$ cat config.mk
export PLATFORM = sky130hd
export DESIGN_NAME = mem_port_arbiter
export DESIGN_NICKNAME = d
export VERILOG_FILES = /design/src/rtl/mem_port_arbiter.sv
export SDC_FILE = /design/constraint.sdc
export NUM_CORES = 1
export LEC_CHECK = 0
export BUFFER_PORTS_ARGS = -buffer_cell sky130_fd_sc_hd__buf_2
export CORE_ASPECT_RATIO = 2
export CORE_MARGIN = 2
export CORE_UTILIZATION = 52
export DETAILED_ROUTE_END_ITERATION = 10
export PLACE_DENSITY = 0.91
export REMOVE_ABC_BUFFERS = 1
export SLEW_MARGIN = 20
export SYNTH_ARGS = -nofsm -noshare
export SYNTH_HDL_FRONTEND = slang
export SYNTH_SLANG_ARGS = --single-unit
$ cat constraint.sdc
create_clock -name i_cclk -period 4.4 [get_ports i_cclk]
set_clock_uncertainty 0.1 [all_clocks]
set_input_delay 0.22 -clock i_cclk [delete_from_list [all_inputs] [get_ports i_cclk]]
set_output_delay 0.22 -clock i_cclk [all_outputs]
set_load 0.005 [all_outputs]
$ cat src/rtl/mem_port_arbiter.sv
// rtl/mem_port_arbiter.sv - shares one memory port between the CPU and a DMA/debug requester
// One access in flight at a time; CPU wins ties until it has starved a waiting DMA STARVE_MAX times.
module mem_port_arbiter #(
    parameter int ADDR_W     = 32,
    parameter int DATA_W     = 32,
    parameter int MEM_LAT    = 1,
    parameter int STARVE_MAX = 4
) (
    input  logic              i_cclk,
    input  logic              i_rst,
    input  logic              i_cpu_req,
    input  logic              i_cpu_we,
    input  logic [ADDR_W-1:0] i_cpu_addr,
    input  logic [DATA_W-1:0] i_cpu_wdata,
    output logic [DATA_W-1:0] o_cpu_rdata,
    output logic              o_cpu_ack,
    output logic              o_cpu_stall,
    input  logic              i_dma_req,
    input  logic              i_dma_we,
    input  logic [ADDR_W-1:0] i_dma_addr,
    input  logic [DATA_W-1:0] i_dma_wdata,
    output logic [DATA_W-1:0] o_dma_rdata,
    output logic              o_dma_ack,
    output logic              o_mem_en,
    output logic              o_mem_we,
    output logic [ADDR_W-1:0] o_mem_addr,
    output logic [DATA_W-1:0] o_mem_wdata,
    input  logic [DATA_W-1:0] i_mem_rdata,
    output logic [1:0]        o_owner
);

    typedef enum logic [1:0] {
        S_IDLE  = 2'd0,
        S_ISSUE = 2'd1,
        S_WAIT  = 2'd2,
        S_DONE  = 2'd3
    } state_t;

    localparam logic [1:0] OWN_NONE   = 2'b00;
    localparam logic [1:0] OWN_CPU    = 2'b01;
    localparam logic [1:0] OWN_DMA    = 2'b10;
    localparam logic [3:0] LAT_LAST   = 4'(MEM_LAT);
    localparam logic [3:0] STARVE_LIM = 4'(STARVE_MAX);

    state_t            r_state;
    state_t            w_state_nxt;

    logic [3:0]        r_wait_cnt;
    logic [3:0]        r_starve_cnt;
    logic              r_we;
    logic [DATA_W-1:0] r_data;
    logic              r_mem_en;
    logic              r_mem_we;
    logic [ADDR_W-1:0] r_mem_addr;
    logic [DATA_W-1:0] r_mem_wdata;
    logic              r_cpu_ack;
    logic              r_dma_ack;
    logic [DATA_W-1:0] r_cpu_rdata;
    logic [DATA_W-1:0] r_dma_rdata;
    logic [1:0]        r_owner;

    logic              w_any_req;
    logic              w_grant_cpu;
    logic              w_grant_dma;
    logic              w_sel_we;
    logic [ADDR_W-1:0] w_sel_addr;
    logic [DATA_W-1:0] w_sel_wdata;
    logic              w_wait_done;
    logic              w_capture;
    logic [DATA_W-1:0] w_done_data;

    logic              w_mem_en_nxt;
    logic              w_mem_we_nxt;
    logic              w_cpu_ack_nxt;
    logic              w_dma_ack_nxt;
    logic [1:0]        w_owner_nxt;
    logic [3:0]        w_wait_nxt;
    logic [3:0]        w_starve_nxt;

    // Tie goes to the CPU unless the DMA has already been passed over STARVE_MAX times.
    assign w_any_req   = i_cpu_req | i_dma_req;
    assign w_grant_cpu = i_cpu_req & (~i_dma_req | (r_starve_cnt != STARVE_LIM));
    assign w_grant_dma = i_dma_req & ~w_grant_cpu;
    assign w_sel_we    = w_grant_dma ? i_dma_we    : i_cpu_we;
    assign w_sel_addr  = w_grant_dma ? i_dma_addr  : i_cpu_addr;
    assign w_sel_wdata = w_grant_dma ? i_dma_wdata : i_cpu_wdata;

    assign w_wait_done = (r_state == S_WAIT) && (r_wait_cnt == LAT_LAST);
    assign w_capture   = w_wait_done & ~r_we;
    assign w_done_data = w_capture ? i_mem_rdata : r_data;

    always_ff @(posedge i_cclk) begin
        if (i_rst) begin
            r_state <= S_IDLE;
        end else begin
            r_state <= w_state_nxt;
        end
    end

    always_comb begin
        w_state_nxt = r_state;
        case (r_state)
            S_IDLE:  if (w_any_req) w_state_nxt = S_ISSUE;
            S_ISSUE: w_state_nxt = S_WAIT;
            S_WAIT:  if (w_wait_done) w_state_nxt = S_DONE;
            S_DONE:  w_state_nxt = S_IDLE;
            default: w_state_nxt = S_IDLE;
        endcase
    end

    // Outputs are registered, so they are decoded from the state being entered.
    always_comb begin
        w_mem_en_nxt  = (w_state_nxt == S_ISSUE);
        w_mem_we_nxt  = w_mem_en_nxt & w_sel_we;
        w_cpu_ack_nxt = (w_state_nxt == S_DONE) && (r_owner == OWN_CPU);
        w_dma_ack_nxt = (w_state_nxt == S_DONE) && (r_owner == OWN_DMA);

        w_owner_nxt = r_owner;
        case (r_state)
            S_IDLE: begin
                if (w_grant_cpu)      w_owner_nxt = OWN_CPU;
                else if (w_grant_dma) w_owner_nxt = OWN_DMA;
                else                  w_owner_nxt = OWN_NONE;
            end
            S_DONE:  w_owner_nxt = OWN_NONE;
            default: w_owner_nxt = r_owner;
        endcase

        w_wait_nxt = 4'd0;
        if (r_state == S_ISSUE) begin
            w_wait_nxt = 4'd1;
        end else if ((r_state == S_WAIT) && !w_wait_done) begin
            w_wait_nxt = r_wait_cnt + 4'd1;
        end

        w_starve_nxt = r_starve_cnt;
        if (r_state == S_IDLE) begin
            if (w_grant_cpu && i_dma_req) begin
                w_starve_nxt = r_starve_cnt + 4'd1;
            end else if (w_any_req) begin
                w_starve_nxt = 4'd0;
            end
        end
    end

    always_ff @(posedge i_cclk) begin
        if (i_rst) begin
            r_wait_cnt   <= 4'd0;
            r_starve_cnt <= 4'd0;
            r_we         <= 1'b0;
            r_data       <= '0;
            r_mem_en     <= 1'b0;
            r_mem_we     <= 1'b0;
            r_mem_addr   <= '0;
            r_mem_wdata  <= '0;
            r_cpu_ack    <= 1'b0;
            r_dma_ack    <= 1'b0;
            r_cpu_rdata  <= '0;
            r_dma_rdata  <= '0;
            r_owner      <= OWN_NONE;
        end else begin
            r_wait_cnt   <= w_wait_nxt;
            r_starve_cnt <= w_starve_nxt;
            r_mem_en     <= w_mem_en_nxt;
            r_mem_we     <= w_mem_we_nxt;
            r_cpu_ack    <= w_cpu_ack_nxt;
            r_dma_ack    <= w_dma_ack_nxt;
            r_owner      <= w_owner_nxt;
            if (w_mem_en_nxt) begin
                r_we        <= w_sel_we;
                r_mem_addr  <= w_sel_addr;
                r_mem_wdata <= w_sel_wdata;
            end
            if (w_capture) begin
                r_data <= i_mem_rdata;
            end
            if (w_cpu_ack_nxt) begin
                r_cpu_rdata <= w_done_data;
            end
            if (w_dma_ack_nxt) begin
                r_dma_rdata <= w_done_data;
            end
        end
    end

    assign o_mem_en    = r_mem_en;
    assign o_mem_we    = r_mem_we;
    assign o_mem_addr  = r_mem_addr;
    assign o_mem_wdata = r_mem_wdata;
    assign o_cpu_ack   = r_cpu_ack;
    assign o_dma_ack   = r_dma_ack;
    assign o_cpu_rdata = r_cpu_rdata;
    assign o_dma_rdata = r_dma_rdata;
    assign o_owner     = r_owner;
    assign o_cpu_stall = i_cpu_req & ~r_cpu_ack;

endmodule
==> out/metrics.yaml, run 1 <==
status:
  outcome: "completed"
floorplan:
  die_area_mm2: 0.0150
  core-area_mm2: 0.0138
  die_h_um: 171
  ios: 301
  rows: 61
  start_util_pct: 52.7
  die_width_um: 87.7
timing:
  fin_tns_setup_ps: 0
  fin_crit_sh_pct: 76.8
  worst-slew-pin-transition_ps: 873
  setup_violations: 0
  holdWs_ps: 31.0
  clock.fmax_mhz: 296
  relSlewSlack_pct: 41.8
  min_period_ps: 3380
  rsz0062_at_grt: "no"
  hold_violations: 0
  slew_viol_final: 0
clock_tree:
  cts_buffers: 17
  clock_latency_ps: 430
  path_clk_slew_ps: 70
  cts_root_buffer: "clkbuf_16"
  cts_buffer_depth: 2
  cts.sinks: 177
  cts_tree: "built"
  post_cts_buffers: 0
  htree_num_levels: 4
finish:
  fillers: 760
  syn_to_final_growth_pct: 50.2
  final_util_pct: 79.2
  final_layout_size_suffix_gt1_share_pct: 31.9
  nets: 1361
synth:
  synth_edf_count: 0
  syn_inst: 769
  synth_cell_types: 39
  ys_top_cells_by_area: "dfxtp_1, mux2i_4, a311oi_1, nand2_1, a211oi_1"
  synth_warnings: 0
  synth.most_common_cell: "dfxtp_1"
  yosysTopAreaCell: "dfxtp_1"
  ys.flop_type: "dfxtp_1"
  async_reset_ff_share_pct: 0
  synth.top_cell.area_share_pct: 48.7
  syn_area_per_cell_um2: 9.47
  ys_top_cells_by_count: "dfxtp_1, nand2_1, nor2_1"
  seq_area_frac_synth_pct: 48.7
  synth_area_mm2: 0.00728
  synth_seq_cells: 177
route:
  wl_per_cell_um: 19.5
  route.detailed.drc: 0
  postRouteAntennaNets: 0
  routed_wirelength_mm: 27.2
  first_iter_violations: 609
  first_pass_iters: 5
  viasPerCell: 5.86
  dr_total_vias: 8137
pwr:
  vdd_drop_max_mv: 0.493
  cellLeakagePower_nw: 4.83
  p_per_area_mw_per_mm2: 618
  finalPower_mw: 6.76
global_route:
  antenna_found_initial: 1
  grt_pass1_wl_mm: 40.3
  grt_pass1_vias: 8097
  grt-ovfl-total: 0
  grt_max_degree: 131
  grt_usage_pct: 34.5
setup_path:
  path_cells: "inv_1 -> ha_1 -> nand4b_1 -> and2_2 -> buf_4 -> nand2_1 -> a311oi_1 -> dlygate4sd3_1"
  end_kind: "flip-flop"
  worstPathRequired_ps: 4670
  crit_type: "reg2reg"
  worstPathArrival_ps: 3650
  crit_path_max_fanout: 44
  cp-start-kind: "flip-flop"
  critical-path-max-stage-delay_ps: 760
  cp_slowest_cell: "and2_2"
placed_design:
  gp_congestion: 0.791
  io_buffers: 300
  dp_hpwl_mm: 13.5
min_path:
  hold_path.class: "in2reg"
flow_run:
  drv_cap: 0
final timing paths:
kind	from	endpoint	slack (ps)	cells after the start
setup / recovery	r_starve_cnt[0]$_SDFFE_PP0P_	o_mem_addr[28]$_SDFFE_PP0N_	1020	8
setup reg to reg	r_starve_cnt[0]$_SDFFE_PP0P_	o_mem_addr[28]$_SDFFE_PP0N_	1020	8
hold / removal	i_mem_rdata[0]	r_data[0]$_SDFF_PP0_	30	3
hold reg to reg	r_starve_cnt[0]$_SDFFE_PP0P_	r_starve_cnt[0]$_SDFFE_PP0P_	400	2
timing repair:
action                    CTS  global route
hold buffers              156             1
resized for setup           0             0
hold endpoints to repair   93             1
area by class of cell:
type | instances | area (um^2) | share of cell area (%)
multi-input combinational | 517 | 3410 | 31.2
timing repair buffer | 468 | 3170 | 29.0
inverter | 6 | 22.5 | 0.206
sequential | 177 | 3540 | 32.4
clock inverter | 14 | 123 | 1.12
tap | 189 | 236 | 2.16
clock buffer | 17 | 425 | 3.89
antenna | 1 | 2.50 | 0.0229
power breakdown:
part / switching [mW] / internal, mW / total, mW
clock: 0.700 / 0.739 / 1.44
combinational: 1.77 / 1.40 / 3.17
sequential: 0.216 / 1.94 / 2.16
total: 2.68 / 4.08 / 6.76
layer usage:
metal | up-vias | part of all wire [%] | GRT usage [%]
met5 | - | 0 | 0
met4 | 0 | 7.9 | 26.1
met1 | 3790 | 34 | 37.5
li1 | 3575 | - | -
met3 | 170 | 8.1 | 8.30
met2 | 602 | 50 | 56.4
worst max-delay path, delay by kind of cell (launching register included):
family          cells  cell delay (ps)
compound gates      1              340
fa+ha+maj           1              230
buf+inv             3             1140
flops               1              380
simple gates        3             1090
logic make-up (layout without fill, tap and decap cells):
family	count (synthesis)	count (layout)	synth area share, %
buffers and inverters	75	505	5.00
flip-flops	177	177	48.7
AND/OR/NAND/NOR	266	266	14.6
multiplexers	33	33	9.69
XOR/XNOR	4	4	0.481
adder cells (fa/ha/maj)	8	8	1.37
AO/OA/AOI/OAI	206	206	20.2
other	0	1	0
cells in the final DEF (no fill, tap or decap), types with 3 or more instances in the layout:
| master | n |
|---|---|
| a211oi_1 | 65 |
| nand2_1 | 135 |
| buf_2 | 299 |
| xor2_1 | 3 |
| buf_4 | 10 |
| mux2i_4 | 30 |
| inv_8 | 4 |
| clkbuf_16 | 17 |
| clkinvlp_4 | 5 |
| a21oi_1 | 68 |
| a311oi_1 | 64 |
| ha_1 | 8 |
| nor2_1 | 109 |
| nor2b_1 | 3 |
| inv_6 | 3 |
| mux2i_1 | 3 |
| dfxtp_1 | 177 |
| inv_1 | 6 |
| dlygate4sd3_1 | 157 |
registers in the layout, indices dropped and copies added (netlist names):
register and flops:
o_cpu_rdata 32, o_dma_rdata 32, o_mem_addr 32, o_mem_wdata 32, r_data 32, r_starve_cnt 4
r_wait_cnt 4, o_owner 2, r_state 2, o_cpu_ack 1, o_dma_ack 1, o_mem_en 1
o_mem_we 1, r_we 1
through the flow:
| stage | cell area (um^2) | std cells | setup slack [ps] |
|---|---|---|---|
| after global routing | 10900 | 1389 | 901 |
| after floorplan | 6940 | 700 | -1090 |
| after global placement | 8810 | 1200 | 1680 |
| after detailed placement | 8810 | 1200 | 1630 |
| after CTS | 10900 | 1387 | 1300 |
| final | 10900 | 1389 | 1020 |
Power figures use the tool's default switching activity.
==> inputs of run 2 (changes only) <==
- ABC_AREA: default -> 1
- CORE_UTILIZATION: 52 -> 44
- PLACE_DENSITY: 0.91 -> 0.81
- clock period: 4.4 -> 3.1 ns (I/O delays scaled with it)
==> run 2 against run 1 <==
  * Sequential cell count unchanged
  * Largest power group is now registers
  * Critical path depth up 4
  * Die area up 22%
  * Sequential share of layout area down 0.58 points
==> out/metrics.yaml, run 2 <==
clock_tree:
  clock_latency_ps: 430  # about the same
  path_clk_slew_ps: 70  # about the same
  cts_buffers: 17  # unchanged
  cts_tree: "built"
  cts_buffer_depth: 2  # unchanged
  htree_num_levels: 4  # unchanged
  post_cts_buffers: 0  # unchanged
  cts.sinks: 177  # unchanged
  cts_root_buffer: "clkbuf_16"
synth:
  syn_inst: 1058  # +38%
  synthXorXnorAreaFrac_pct: 0.464  # -0.017 points
  synth_edf_count: 0  # unchanged
  synth_mux_area_share_pct: 0  # -9.7 points
  synth-compound-area-share_pct: 15.4  # -4.8 points
  synth.most_common_cell: "nand2_1"
  synth_seq_cells: 177  # unchanged
  synth_cell_types: 25  # -36%
  synth_fa_ha_area_share_pct: 1.33  # -0.049 points
  synth_warnings: 0  # unchanged
  async_reset_ff_share_pct: 0  # unchanged
  ys.flop_type: "dfxtp_1"
  syn_area_per_cell_um2: 7.14  # -25%
  synth_top_family_by_area: "simple AND/OR/NAND/NOR gates"
  ys_top_cells_by_area: "dfxtp_1, nand2_1, a21oi_1, nand3_1, nor2_1"
  seq_area_frac_synth_pct: 46.9  # -1.7 points
  ys_top_cells_by_count: "nand2_1, dfxtp_1, a21oi_1"
  synthSimpleGateAreaFrac_pct: 28.8  # +14 points
  synth_area_mm2: 0.00755  # +3.7%
  synth.top_cell.area_share_pct: 46.9  # -1.7 points
  yosysTopAreaCell: "dfxtp_1"
route:
  dr_total_vias: 9151  # +12%
  route.detailed.drc: 0  # unchanged
  first_pass_iters: 5  # unchanged
  first_iter_violations: 465  # -24%
  routed_wirelength_mm: 28.2  # +3.9%
  wl_per_cell_um: 16.8  # -14%
  viasPerCell: 5.44  # -7.2%
  postRouteAntennaNets: 0  # unchanged
setup_path:
  cp_slowest_cell: "dlygate4sd3_1"
  cp_num_buf_inv: 4  # +1
  crit_path_max_fanout: 65  # +48%
  crit_type: "reg2reg"
  cp-startpoint: "r_starve_cnt[0]$_SDFFE_PP0P_"
  rr_endpoint: "o_mem_wdata[17]$_SDFFE_PP0N_"
  worstPathRequired_ps: 3350  # -1320 ps
  path_delay_family: "buffers and inverters"
  critical-path-max-stage-delay_ps: 560  # -200 ps
  cp-start-kind: "flip-flop"
  crit_top_cell: "nand2_1"
  end_kind: "flip-flop"
  worstPathArrival_ps: 2980  # -670 ps
  path_cells: "inv_1 -> ha_1 -> nand2_1 -> inv_1 -> nand2_2 -> nand2_2 -> buf_4 -> nand3_1 -> nand2_1 -> dlygate4sd3_1 -> nand2_1 -> a21oi_1"
  r2r_slack_ps: 370  # -650 ps
  reg2reg_depth: 12  # +4
  r2r-start: "r_starve_cnt[0]$_SDFFE_PP0P_"
global_route:
  grt_usage_pct: 30.1  # -4.3 points
  grt_pass1_vias: 9204  # +14%
  grt_max_degree: 69  # -47%
  grt_pass1_wl_mm: 44.8  # +11%
  grt-ovfl-total: 0  # unchanged
  antenna_found_initial: 1  # unchanged
timing:
  fin_crit_sh_pct: 87.9  # +11 points
  setup_violations: 0  # unchanged
  holdWs_ps: 21.2  # -9.79 ps
  slew_viol_final: 0  # unchanged
  min_period_ps: 2730  # -654 ps
  rsz0062_at_grt: "no"
  clock.fmax_mhz: 367  # +24%
  hold_violations: 0  # unchanged
  worst-slew-pin-transition_ps: 982  # +109 ps
  relSlewSlack_pct: 34.5  # -7.3 points
placed_design:
  gp_congestion: 0.864  # +9.2%
  dp_cells: 1497  # +25%
  io_buffers: 300  # unchanged
  dp_hpwl_mm: 15.2  # +13%
finish:
  final_layout_size_suffix_gt1_share_pct: 24.3  # -7.6 points
  fin_cells: 1683  # +21%
  syn_to_final_growth_pct: 47.5
  final_cell_mix: "nand2_1, buf_2, dfxtp_1, a21oi_1, dlygate4sd3_1"
  nets: 1636  # +20%
  final_common_cell: "nand2_1"
min_path:
  hold_depth: 2  # -1
  hold_end: "o_dma_ack$_SDFF_PP0_"
  min-delay-start: "i_rst"
  hold_path.class: "in2reg"
pwr:
  p_sw_share_pct: 34.9  # -4.7 points
  finalPower_mw: 7.25  # +7.3%
  vdd_drop_max_mv: 0.467  # -5.3%
  p_per_area_mw_per_mm2: 651  # +5.3%
  cellLeakagePower_nw: 5.42  # +12%
  p_int_mw: 4.72  # +16%
  seqPwrFrac_pct: 38.8  # +6.9 points
  p_sw_mw: 2.53  # -5.6%
  p_clk_share_pct: 31.0  # +9.7 points
  combPwrFrac_pct: 30.2  # -17 points
floorplan:
  ios: 301  # unchanged
  die_h_um: 189  # +10%
  die_area_mm2: 0.0183  # +22%
  die_width_um: 96.6  # +10%
  core-area_mm2: 0.0168  # +21%
  start_util_pct: 45.0  # -7.7 points
  rows: 67  # +9.8%
status:
  outcome: "completed"
flow_run:
  drv_cap: 0  # unchanged
## run 2: final cells by class
type / count / area [um^2]
fill: 1292 / 5630
clock buffer: 18 / 429
tap: 207 / 259
clock inverter: 14 / 181
sequential: 177 / 3540
timing repair buffer: 468 / 3160
multi-input combinational: 779 / 3490
inverter: 19 / 71.3
antenna: 1 / 2.50
## run 2: repair_timing
item,CTS,global route
hold endpoints to repair,98,0
resized for setup,0,0
hold buffers,153,0
## run 2: worst max-delay path by stage
stage | end | slack (ps) | depth (start not counted)
after floorplan | r_we$_SDFFE_PP0N_ | -430 | 9
after global placement | o_mem_wdata[29]$_SDFFE_PP0N_ | 980 | 10
after detailed placement | o_mem_wdata[29]$_SDFFE_PP0N_ | 930 | 10
after CTS | o_mem_wdata[0]$_SDFFE_PP0N_ | 530 | 12
after global routing | o_mem_addr[28]$_SDFFE_PP0N_ | 160 | 12
final | o_mem_wdata[17]$_SDFFE_PP0N_ | 370 | 12
## run 2: worst reg2reg max path, cell delays in order (launching register included)
cell and delay, ps:
dfxtp_1 340, inv_1 90, ha_1 140, nand2_1 50, inv_1 70, nand2_2 70
nand2_2 80, buf_4 540, nand3_1 190, nand2_1 110, dlygate4sd3_1 560, nand2_1 100
a21oi_1 200
## run 2: kinds of logic (layout without fill, tap and decap cells)
family,Yosys count,count (layout)
and+or+nand+nor,537,537
buffers and inverters,102,519
AOI/OAI and AO/OA,230,230
DFF,177,177
other,0,1
xor gates and xnor gates,4,4
adders and majority gates,8,8
## run 2: routing by layer
layer | global-route usage [%] | share of wire (%) | up-vias
met3 | 7.38 | 8.1 | 176
met4 | 22.7 | 7.4 | 0
met5 | 0 | 0 | -
met1 | 30.9 | 34 | 4143
met2 | 52.3 | 50 | 562
li1 | - | - | 4270
## run 2: per-stage QoR
step	setup TNS, ps	setup WS [ps]	utilization (%)	instance area, um^2
finish	0	374	66.4	11100
global route	0	156	66.4	11100
detailed placement	0	928	53.6	8990
CTS	0	525	66.4	11100
global placement	0	976	53.6	8990
floorplan	-16650	-427	-	7090
## run 2: power groups by stage
stage                     Clock [mW]  Combinational [mW]  Sequential [mW]
after floorplan                    0                1.04             2.84
after global placement             0                1.86             2.83
after detailed placement           0                1.90             2.83
after CTS                       2.26                2.08             2.79
after global routing            2.35                2.41             2.84
final                           2.25                2.19             2.81
